==> src/rtl/vga_bus_ctrl.sv <==
// VGA timing generator with a background colour and one solid rectangle, behind a single-cycle bus port.
// Colour and rectangle registers are staged by the bus and copied to the active set at each frame start.
module vga_bus_ctrl #(
    parameter int unsigned HActive = 640,
    parameter int unsigned HFront  = 16,
    parameter int unsigned HSync   = 96,
    parameter int unsigned HBack   = 48,
    parameter int unsigned VActive = 480,
    parameter int unsigned VFront  = 10,
    parameter int unsigned VSync   = 2,
    parameter int unsigned VBack   = 33,
    parameter int unsigned PixDiv  = 2
) (
    input  logic        clk_i,
    input  logic        rst_ni,
    input  logic        device_req_i,
    input  logic [31:0] device_addr_i,
    input  logic        device_we_i,
    input  logic [3:0]  device_be_i,
    input  logic [31:0] device_wdata_i,
    output logic        device_rvalid_o,
    output logic [31:0] device_rdata_o,
    output logic [11:0] vga_rgb_o,
    output logic        vga_hsync_o,
    output logic        vga_vsync_o,
    output logic        frame_irq_o
);

    localparam int unsigned HTotal = HActive + HFront + HSync + HBack;
    localparam int unsigned VTotal = VActive + VFront + VSync + VBack;
    localparam int unsigned DivW   = (PixDiv > 1) ? $clog2(PixDiv) : 1;

    localparam logic [DivW-1:0] DivLast = DivW'(PixDiv - 1);
    localparam logic [9:0] HLast      = 10'(HTotal - 1);
    localparam logic [9:0] VLast      = 10'(VTotal - 1);
    localparam logic [9:0] HAct       = 10'(HActive);
    localparam logic [9:0] VAct       = 10'(VActive);
    localparam logic [9:0] VActLast   = 10'(VActive - 1);
    localparam logic [9:0] HSyncStart = 10'(HActive + HFront);
    localparam logic [9:0] HSyncEnd   = 10'(HActive + HFront + HSync);
    localparam logic [9:0] VSyncStart = 10'(VActive + VFront);
    localparam logic [9:0] VSyncEnd   = 10'(VActive + VFront + VSync);

    typedef enum logic [9:0] {
        REG_CTRL   = 10'h000,
        REG_BG     = 10'h001,
        REG_FG     = 10'h002,
        REG_RECT_X = 10'h003,
        REG_RECT_Y = 10'h004,
        REG_STATUS = 10'h005,
        REG_POS    = 10'h006
    } reg_off_e;

    logic            ctrl_en_q, ctrl_en_d, ctrl_irq_en_q, ctrl_irq_en_d;
    logic [11:0]     bg_q, bg_d, fg_q, fg_d, act_bg_q, act_bg_d, act_fg_q, act_fg_d;
    logic [9:0]      x0_q, x0_d, x1_q, x1_d, y0_q, y0_d, y1_q, y1_d;
    logic [9:0]      act_x0_q, act_x0_d, act_x1_q, act_x1_d, act_y0_q, act_y0_d, act_y1_q, act_y1_d;
    logic            pend_q, pend_d;
    logic [15:0]     frame_cnt_q, frame_cnt_d;
    logic [DivW-1:0] div_q, div_d;
    logic [9:0]      hcnt_q, hcnt_d, vcnt_q, vcnt_d;
    logic            rvalid_q, rvalid_d;
    logic [31:0]     rdata_q, rdata_d;
    logic [11:0]     rgb_q, rgb_d;
    logic            hsync_q, hsync_d, vsync_q, vsync_d, irq_q, irq_d;

    logic [9:0] off;
    logic       wr, pix_en, frame_start, vblank, active, in_rect;
    logic       unused_bits;

    assign off         = device_addr_i[11:2];
    assign wr          = device_req_i && device_we_i;
    assign pix_en      = (div_q == DivLast);
    assign frame_start = ctrl_en_q && pix_en && (hcnt_q == HLast) && (vcnt_q == VActLast);
    assign vblank      = (vcnt_q >= VAct);
    assign active      = (hcnt_q < HAct) && (vcnt_q < VAct);
    // An inverted range (x0>x1 or y0>y1) can never satisfy both bounds, so nothing is drawn.
    assign in_rect     = (hcnt_q >= act_x0_q) && (hcnt_q <= act_x1_q) &&
                         (vcnt_q >= act_y0_q) && (vcnt_q <= act_y1_q);
    assign unused_bits = ^{device_addr_i[31:12], device_addr_i[1:0],
                           device_wdata_i[31:26], device_wdata_i[15:12]};

    always_comb begin
        ctrl_en_d     = ctrl_en_q;
        ctrl_irq_en_d = ctrl_irq_en_q;
        bg_d          = bg_q;
        fg_d          = fg_q;
        x0_d          = x0_q;
        x1_d          = x1_q;
        y0_d          = y0_q;
        y1_d          = y1_q;
        act_bg_d      = act_bg_q;
        act_fg_d      = act_fg_q;
        act_x0_d      = act_x0_q;
        act_x1_d      = act_x1_q;
        act_y0_d      = act_y0_q;
        act_y1_d      = act_y1_q;
        pend_d        = pend_q;
        frame_cnt_d   = frame_cnt_q;
        div_d         = div_q;
        hcnt_d        = hcnt_q;
        vcnt_d        = vcnt_q;

        if (wr) begin
            case (off)
                REG_CTRL: if (device_be_i[0]) {ctrl_irq_en_d, ctrl_en_d} = device_wdata_i[1:0];
                REG_BG: begin
                    if (device_be_i[0]) bg_d[7:0]  = device_wdata_i[7:0];
                    if (device_be_i[1]) bg_d[11:8] = device_wdata_i[11:8];
                end
                REG_FG: begin
                    if (device_be_i[0]) fg_d[7:0]  = device_wdata_i[7:0];
                    if (device_be_i[1]) fg_d[11:8] = device_wdata_i[11:8];
                end
                REG_RECT_X: begin
                    if (device_be_i[0]) x0_d[7:0] = device_wdata_i[7:0];
                    if (device_be_i[1]) x0_d[9:8] = device_wdata_i[9:8];
                    if (device_be_i[2]) x1_d[7:0] = device_wdata_i[23:16];
                    if (device_be_i[3]) x1_d[9:8] = device_wdata_i[25:24];
                end
                REG_RECT_Y: begin
                    if (device_be_i[0]) y0_d[7:0] = device_wdata_i[7:0];
                    if (device_be_i[1]) y0_d[9:8] = device_wdata_i[9:8];
                    if (device_be_i[2]) y1_d[7:0] = device_wdata_i[23:16];
                    if (device_be_i[3]) y1_d[9:8] = device_wdata_i[25:24];
                end
                REG_STATUS: if (device_be_i[0] && device_wdata_i[1]) pend_d = 1'b0;
                default: ;
            endcase
        end

        // Shadow copy reads the _q staged values, so a coincident write lands next frame.
        if (frame_start) begin
            pend_d      = 1'b1;
            frame_cnt_d = frame_cnt_q + 16'd1;
            act_bg_d    = bg_q;
            act_fg_d    = fg_q;
            act_x0_d    = x0_q;
            act_x1_d    = x1_q;
            act_y0_d    = y0_q;
            act_y1_d    = y1_q;
        end

        if (!ctrl_en_q) begin
            div_d  = '0;
            hcnt_d = '0;
            vcnt_d = '0;
        end else if (pix_en) begin
            div_d = '0;
            if (hcnt_q == HLast) begin
                hcnt_d = '0;
                vcnt_d = (vcnt_q == VLast) ? '0 : vcnt_q + 10'd1;
            end else begin
                hcnt_d = hcnt_q + 10'd1;
            end
        end else begin
            div_d = div_q + 1'b1;
        end

        rvalid_d = device_req_i;
        rdata_d  = '0;
        if (device_req_i && !device_we_i) begin
            case (off)
                REG_CTRL:   rdata_d = {30'd0, ctrl_irq_en_q, ctrl_en_q};
                REG_BG:     rdata_d = {20'd0, bg_q};
                REG_FG:     rdata_d = {20'd0, fg_q};
                REG_RECT_X: rdata_d = {6'd0, x1_q, 6'd0, x0_q};
                REG_RECT_Y: rdata_d = {6'd0, y1_q, 6'd0, y0_q};
                REG_STATUS: rdata_d = {frame_cnt_q, 14'd0, pend_q, vblank};
                REG_POS:    rdata_d = {6'd0, vcnt_q, 6'd0, hcnt_q};
                default:    rdata_d = '0;
            endcase
        end

        rgb_d   = (ctrl_en_q && active) ? (in_rect ? act_fg_q : act_bg_q) : '0;
        hsync_d = !(ctrl_en_q && (hcnt_q >= HSyncStart) && (hcnt_q < HSyncEnd));
        vsync_d = !(ctrl_en_q && (vcnt_q >= VSyncStart) && (vcnt_q < VSyncEnd));
        irq_d   = pend_d & ctrl_irq_en_d;
    end

    always_ff @(posedge clk_i or negedge rst_ni) begin
        if (!rst_ni) begin
            ctrl_en_q     <= 1'b0;
            ctrl_irq_en_q <= 1'b0;
            bg_q          <= '0;
            fg_q          <= '1;
            x0_q          <= '0;
            x1_q          <= '0;
            y0_q          <= '0;
            y1_q          <= '0;
            act_bg_q      <= '0;
            act_fg_q      <= '1;
            act_x0_q      <= '0;
            act_x1_q      <= '0;
            act_y0_q      <= '0;
            act_y1_q      <= '0;
            pend_q        <= 1'b0;
            frame_cnt_q   <= '0;
            div_q         <= '0;
            hcnt_q        <= '0;
            vcnt_q        <= '0;
            rvalid_q      <= 1'b0;
            rdata_q       <= '0;
            rgb_q         <= '0;
            hsync_q       <= 1'b1;
            vsync_q       <= 1'b1;
            irq_q         <= 1'b0;
        end else begin
            ctrl_en_q     <= ctrl_en_d;
            ctrl_irq_en_q <= ctrl_irq_en_d;
            bg_q          <= bg_d;
            fg_q          <= fg_d;
            x0_q          <= x0_d;
            x1_q          <= x1_d;
            y0_q          <= y0_d;
            y1_q          <= y1_d;
            act_bg_q      <= act_bg_d;
            act_fg_q      <= act_fg_d;
            act_x0_q      <= act_x0_d;
            act_x1_q      <= act_x1_d;
            act_y0_q      <= act_y0_d;
            act_y1_q      <= act_y1_d;
            pend_q        <= pend_d;
            frame_cnt_q   <= frame_cnt_d;
            div_q         <= div_d;
            hcnt_q        <= hcnt_d;
            vcnt_q        <= vcnt_d;
            rvalid_q      <= rvalid_d;
            rdata_q       <= rdata_d;
            rgb_q         <= rgb_d;
            hsync_q       <= hsync_d;
            vsync_q       <= vsync_d;
            irq_q         <= irq_d;
        end
    end

    assign device_rvalid_o = rvalid_q;
    assign device_rdata_o  = rdata_q;
    assign vga_rgb_o       = rgb_q;
    assign vga_hsync_o     = hsync_q;
    assign vga_vsync_o     = vsync_q;
    assign frame_irq_o     = irq_q;

endmodule

==> config.mk <==
export PLATFORM = sky130hd
export DESIGN_NAME = vga_bus_ctrl
export DESIGN_NICKNAME = d
export VERILOG_FILES = /design/src/rtl/vga_bus_ctrl.sv
export SDC_FILE = /design/constraint.sdc
export NUM_CORES = 1
export LEC_CHECK = 0
export ABC_AREA = 1
export BUFFER_PORTS_ARGS = -buffer_cell sky130_fd_sc_hd__buf_2
export CAP_MARGIN = 20
export CORE_MARGIN = 1
export CORE_UTILIZATION = 63
export CTS_CLUSTER_SIZE = 30
export DETAILED_ROUTE_END_ITERATION = 7
export PLACE_DENSITY = 0.85
export SYNTH_ARGS = -nofsm -noshare
export SYNTH_HDL_FRONTEND = slang
export SYNTH_SLANG_ARGS = --single-unit
==> constraint.sdc <==
create_clock -name clk_i -period 4.9 [get_ports clk_i]
set_input_delay 0.245 -clock clk_i [delete_from_list [all_inputs] [get_ports clk_i]]
set_output_delay 0.245 -clock clk_i [all_outputs]
set_load 0.02 [all_outputs]
==> results of run 1 <==
-- critical path: cells and delay by family (launching register included) --
family,cells,cell delay [ns]
and+or+nand+nor,6,1.45
buffers and inverters,1,0.84
DFF,1,0.45
adders and majority gates,1,0.23
xor gates and xnor gates,1,0.13
-- per-stage QoR --
stage               utilization  setup WS (ns)  total power, µW  hold slack (ns)  instances
global route              0.740           1.43             4710           0.0225       1560
CTS                       0.739           1.69             4500          0.00325       1559
finish                    0.740           1.64             4510         -0.00269       1560
global placement          0.684           1.80             2660            0.309       1507
floorplan                     -           3.14             2470          -0.0506       1246
detailed placement        0.684           1.76             2700            0.309       1507
-- final cells by class --
| cell class | count | share of cell area |
|---|---|---|
| clock buffers | 35 | 0.0571 |
| clock inverters | 7 | 0.00955 |
| inverters | 188 | 0.0595 |
| multi-input cells | 806 | 0.356 |
| flip-flops and latches | 212 | 0.448 |
| well taps | 216 | 0.0227 |
| repair buffers | 96 | 0.0469 |
-- power groups by stage --
stage	clock network, µW	logic (µW)	registers (µW)
after floorplan	0	539	1930
after global placement	0	754	1910
after detailed placement	0	789	1910
after CTS	1810	807	1880
after global routing	1880	938	1890
final	1820	812	1880
-- flip-flops by register name, indices dropped and copies added (netlist names), 10 cells and up --
name	cells
bg_q	12
vcnt_q	10
act_x1_q	10
act_bg_q	12
vga_rgb_o	12
device_rdata_o	28
hcnt_q	10
act_y0_q	10
act_y1_q	10
y0_q	10
act_fg_q	12
y1_q	10
fg_q	12
act_x0_q	10
frame_cnt_q	16
x0_q	10
x1_q	10
-- worst max-delay path by stage --
stage               slack [ns]        endpoint      start
floorplan                 3.14   vga_rgb_o[10]  vcnt_q[9]
global placement          1.80  frame_cnt_q[8]  hcnt_q[1]
detailed placement        1.76  frame_cnt_q[8]  hcnt_q[1]
CTS                       1.69  frame_cnt_q[8]  hcnt_q[1]
global route              1.43  frame_cnt_q[8]  hcnt_q[1]
finish                    1.64  frame_cnt_q[8]  hcnt_q[1]
-- Yosys cell counts (4+ instances only) --
| library cell | instances | area share |
|---|---|---|
| buf_6 | 5 | 0.0054 |
| clkbuf_1 | 11 | 0.0039 |
| dfstp_2 | 26 | 0.065 |
| a21oi_1 | 25 | 0.012 |
| inv_2 | 10 | 0.0036 |
| nand3_1 | 34 | 0.016 |
| nand2_2 | 13 | 0.0077 |
| buf_2 | 16 | 0.0076 |
| o22ai_1 | 25 | 0.015 |
| buf_4 | 7 | 0.0050 |
| o211ai_1 | 7 | 0.0050 |
| o21ai_2 | 24 | 0.020 |
| inv_1 | 176 | 0.063 |
| nor2_1 | 117 | 0.042 |
| ha_1 | 45 | 0.054 |
| nor3_1 | 21 | 0.010 |
| o21ai_0 | 122 | 0.058 |
| xor2_1 | 18 | 0.015 |
| nand2_1 | 294 | 0.10 |
| nand2_4 | 4 | 0.0043 |
| dfrtp_1 | 186 | 0.44 |
| nand4_1 | 21 | 0.012 |
| a21o_1 | 4 | 0.0029 |
-- layer usage --
metal | share of wire | track usage | vias up
li1 | - | - | 4125
met1 | 0.41 | 0.439 | 4230
met2 | 0.46 | 0.510 | 478
met3 | 0.091 | 0.0575 | 87
met4 | 0.043 | 0.140 | 0
met5 | 0 | 0 | -
-- kinds of logic (layout without fill, tap and decap cells) --
logic type      count (synthesis)  in the layout  synth area share
xor+xnor                       20             20            0.0167
other cells                     1              4          0.000357
compound gates                216            216             0.119
buf+inv                       228            326            0.0898
simple gates                  521            521             0.213
fa+ha+maj                      45             45            0.0536
flops                         212            212             0.508
-- cell usage in the layout, fill, tap and decap left out, types with 2 or more instances in the layout --
cell	synthesis	routed
o21ai_0	122	122
a21oi_1	25	25
nor2_2	2	2
nor3_4	2	2
clkbuf_8	0	7
bufinv_16	0	3
nand2_4	4	4
clkinv_2	1	4
nor2_4	3	3
nor3_1	21	21
nand4_1	21	21
clkbuf_16	0	23
a21o_1	4	4
nand2_2	13	13
dlygate4sd3_1	0	10
nand2_1	294	294
inv_2	10	10
dfstp_2	26	26
xnor2_1	2	2
o21ai_2	24	24
o211ai_1	7	7
o21ai_1	3	3
nor3_2	2	2
o22ai_1	25	25
conb_1	1	4
nor4_1	3	2
o21bai_1	2	2
clkbuf_1	11	6
nor2_1	117	117
nor4_2	1	2
buf_4	7	2
nand3_1	34	34
inv_1	176	176
ha_1	45	45
buf_2	16	82
xor2_1	18	18
dfrtp_1	186	186
==> metrics, run 1 <==
static leakage 0.00570 µW; num rows 46; Setup Viol. Count Final 0; RSZ-0062 raised after global routing no; initial core utilization 0.652; skew final 0.0184 ns; Avg Inst Size Synth 8.46 µm²; DRT Pass-1 Iters 6; Ys Warns 0; Final min period 3.26 ns; Total Routing Usage GR 0.323; Critical Path Max Stage Delay 0.84 ns; Slew HR 0.376; HPWL Detailed 18,500 µm; Worst EP required 5.29 ns; flops & latches, synth 212; ant diodes 0; cell area after synthesis 0.0105 mm²; startpoint of the worst hold path device_wdata_i[21]; Area Overhead vs Synth 13.4%; hold endpoint y1_q[5]; multi-input logic area 0.00425 mm²; largest net degree at the start of global routing 135; CTS tree done; Setup TNS 0 ns; clock slew at reported path FFs 0.06 ns; worst setup path class register to register; Port Buffer Count 83; fraction of layout cells with a size suffix above 1 0.160; worst reg2reg path depth 9; Core Region 0.0161 mm²; drt total wl 27,100 µm; Seq pwr share 0.417; Critical Path AT 3.65 ns; Die Ht 131 µm; violated checks negative hold slack; Combinational Power Share 0.180; crit path max fanout 89; status finished, violations left; Iteration-0 DRC Markers 840; H-tree Lvls 1; Post-CTS Setup Bufs 0; routability congestion estimate 0.918; number of enable flip-flop cells after synthesis 0; clk sink count 212; Clock Latency Late Sink 0.52 ns; maximum VDD drop 299 µV; R2R Path End frame_cnt_q[8]; Slew @ Worst Pin 0.934 ns; internal power 3210 µW; Slew Limit Fails 0; Max-Cap Viols 0; Hold Slack -0.00269 ns; hold path cells 3; post-route cell area 0.0119 mm²; post-synthesis sequential area ratio 0.508; top_reg_cell synth dfrtp_1; die area 0.0172 mm²; CP Cell Sequence ha_1 -> nand2_1 -> nor2_1 -> and3_2 -> nand2_4 -> clkinv_2 -> nand2_2 -> nor2_2 -> xor2_1; DRC 0; slowest CP cell clkinv_2; Final Cycle Share 0.665; Cells after Synth 1,243; dpl cell area 0.0110 mm²; Hold Path Class input pin to register; ANT nets after route 0; reg2reg setup slack 1.64 ns; Sw Pwr 1300 µW; FF/Latch Area 0.00534 mm²; grt ovf 0; # hold bufs at CTS 10; Inserted Clock Buffers 23; asr flop ratio synth 1.00; Clock Power Share 0.403; WL/cell 17.3 µm; r2r startpoint hcnt_q[1]; Synth cell types 44; Ports 120; CTS root buf clkbuf_16; Hold Vio Cnt, Final 1; vias in the first global route 8,738; initial antenna violation count 0; Fmax 307 MHz; nets 1,444; global-route wire length before repair 43,900 µm; power per cell area 378 mW/mm²; startpoint types register; DIE WIDTH 131 µm; via count 8,920; switching portion of total power 0.289; Max clock buf depth 3; CP endpoint kind register; Layout fillers 1,163; routed vias/inst 5.72; post_cts resized 0
Power figures use the tool's default switching activity.
==> run 2: changes to the inputs <==
--- a/config.mk
+++ b/config.mk
@@ -9,10 +9,10 @@
 export BUFFER_PORTS_ARGS = -buffer_cell sky130_fd_sc_hd__buf_2
 export CAP_MARGIN = 20
 export CORE_MARGIN = 1
-export CORE_UTILIZATION = 63
+export CORE_UTILIZATION = 59
 export CTS_CLUSTER_SIZE = 30
 export DETAILED_ROUTE_END_ITERATION = 7
-export PLACE_DENSITY = 0.85
+export PLACE_DENSITY = 0.8
 export SYNTH_ARGS = -nofsm -noshare
 export SYNTH_HDL_FRONTEND = slang
 export SYNTH_SLANG_ARGS = --single-unit
==> constraint.sdc (replaced) <==
create_clock -name clk_i -period 3.1 [get_ports clk_i]
set_input_delay 0.155 -clock clk_i [delete_from_list [all_inputs] [get_ports clk_i]]
set_output_delay 0.155 -clock clk_i [all_outputs]
set_load 0.02 [all_outputs]
==> metrics, run 2 (synthesized netlist as in run 1, its figures left out) <==
CP endpoint kind register (unchanged); routed vias/inst 5.63 (was 5.72); dpl cell area 0.0111 mm² (was 0.0110 mm²); Inserted Clock Buffers 23 (unchanged); RSZ-0062 raised after global routing no (unchanged); initial antenna violation count 0 (unchanged); nets 1,466 (was 1,444); post_cts resized 0 (unchanged); H-tree Lvls 1 (unchanged); commonest non-fill, non-tap cell in the layout nand2_1 (unchanged); slowest CP cell clkinv_2 (unchanged); post-route cell area 0.0121 mm² (was 0.0119 mm²); DRT Pass-1 Iters 7 (was 6); Iteration-0 DRC Markers 889 (was 840); Final Cycle Share 0.811 (was 0.665); pre-CTS WS 0.669 ns (was 1.76 ns); Critical Path AT 2.93 ns (was 3.65 ns); fraction of layout cells with a size suffix above 1 0.163 (was 0.160); CTS tree done (unchanged); ant diodes 0 (unchanged); DRC 0 (unchanged); crit path max fanout 35 (was 89); power per cell area 584 mW/mm² (was 378 mW/mm²); Fmax 398 MHz (was 307 MHz); HPWL Detailed 18,900 µm (was 18,500 µm); ANT nets after route 0 (unchanged); num rows 48 (was 46); global-route wire length before repair 43,500 µm (was 43,900 µm); die area 0.0184 mm² (was 0.0172 mm²); Post-CTS Setup Bufs 0 (unchanged); CP Cell Sequence ha_1 -> nand2_2 -> nor2_4 -> inv_2 -> nor2_4 -> nand2_4 -> clkinv_2 -> buf_4 -> o21ai_0 (was ha_1 -> nand2_1 -> nor2_1 -> and3_2 -> nand2_4 -> clkinv_2 -> nand2_2 -> nor2_2 -> xor2_1); Largest register FFs 28 (unchanged); Area Overhead vs Synth 15.1% (was 13.4%); Final min period 2.51 ns (was 3.26 ns); status finished, final reports clean (was finished, violations left); clock slew at reported path FFs 0.06 ns (about the same); worst path bufs/invs 3 (was 1); DIE WIDTH 135 µm (was 131 µm); Hold Path Class input pin to register (unchanged); startpoint types register (unchanged); Hold Vio Cnt, Final 0 (was 1); Critical Path Max Stage Delay 0.53 ns (was 0.84 ns); static leakage 0.00578 µW (was 0.00570 µW); largest net degree at the start of global routing 96 (was 135); Max clock buf depth 3 (unchanged); CP most frequent cell nor2_4; Worst EP required 3.52 ns (was 5.29 ns); vias in the first global route 8,560 (was 8,738); Total Routing Usage GR 0.307 (was 0.323); Slew Limit Fails 0 (unchanged); Setup Viol. Count Final 0 (unchanged); Slew @ Worst Pin 0.893 ns (was 0.934 ns); maximum VDD drop 475 µV (was 299 µV); Slew HR 0.403 (was 0.376); initial core utilization 0.606 (was 0.652); Final Util 0.697 (was 0.740); CTS root buf clkbuf_16 (unchanged); Clock Latency Late Sink 0.51 ns (was 0.52 ns); Core Region 0.0174 mm² (was 0.0161 mm²); routability congestion estimate 0.892 (was 0.918); drt total wl 27,100 µm (about the same); Die Ht 135 µm (was 131 µm); via count 8,949 (was 8,920); grt ovf 0 (unchanged); most frequent cells in the layout nand2_1, dfrtp_1, inv_1 (unchanged); final setup margin 0.587 ns (was 1.64 ns); Setup TNS 0 ns (unchanged); clk sink count 212 (unchanged); Max-Cap Viols 0 (unchanged); skew final 0.0105 ns (was 0.0184 ns); Ports 120 (unchanged); WL/cell 17.0 µm (was 17.3 µm); Hold Slack 0.0872 ns (was -0.00269 ns); Top delay family on crit path buffers and inverters (was simple AND/OR/NAND/NOR gates); worst setup path class register to register (unchanged); # hold bufs at CTS 24 (was 10); Port Buffer Count 83 (unchanged)
==> run 2: cell type report <==
type / instances / area [µm²]
well taps: 225 / 282
flip-flops and latches: 212 / 5340
inverters: 188 / 709
clock inverters: 8 / 96.3
repair buffers: 118 / 759
fillers: 1306 / 5260
clock buffers: 33 / 663
multi-input cells: 806 / 4250
==> run 2: final timing paths <==
| path | start | to | slack (ns) | depth (start not counted) |
|---|---|---|---|---|
| worst min register to register | fg_q[6] | fg_q[6] | 0.47 | 2 |
| worst max register to register | vcnt_q[1] | act_fg_q[8] | 0.59 | 9 |
| min in group asynchronous | rst_ni | device_rdata_o[16] | 0.21 | 2 |
| worst max-delay path | vcnt_q[1] | act_fg_q[8] | 0.59 | 9 |
| max in group asynchronous | rst_ni | vga_hsync_o | 1.95 | 3 |
| worst min-delay path | device_be_i[3] | x1_q[8] | 0.09 | 5 |
==> run 2: power by group <==
part           switching (µW)  internal, µW
clock network            1100          1650
registers                79.4          2880
logic                     892           460
==> run 2: stage by stage <==
stage               total power, µW  std cells
floorplan                      3910       1246
global placement               4270       1525
detailed placement             4320       1525
CTS                            7090       1590
global route                   7410       1590
finish                         7070       1590
==> run 2: worst reg2reg max path: stages, from the launching register on <==
cell and delay [ns]:
dfrtp_1 0.43, ha_1 0.25, nand2_2 0.13, nor2_4 0.05
inv_2 0.11, nor2_4 0.06, nand2_4 0.28, clkinv_2 0.53
buf_4 0.38, o21ai_0 0.20
==> run 2: metal layers <==
| metal | vias up | share of wire | GRT usage |
|---|---|---|---|
| met5 | - | 0 | 0 |
| met4 | 0 | 0.034 | 0.111 |
| met3 | 62 | 0.088 | 0.0509 |
| met2 | 404 | 0.46 | 0.478 |
| met1 | 4295 | 0.42 | 0.435 |
| li1 | 4188 | - | - |
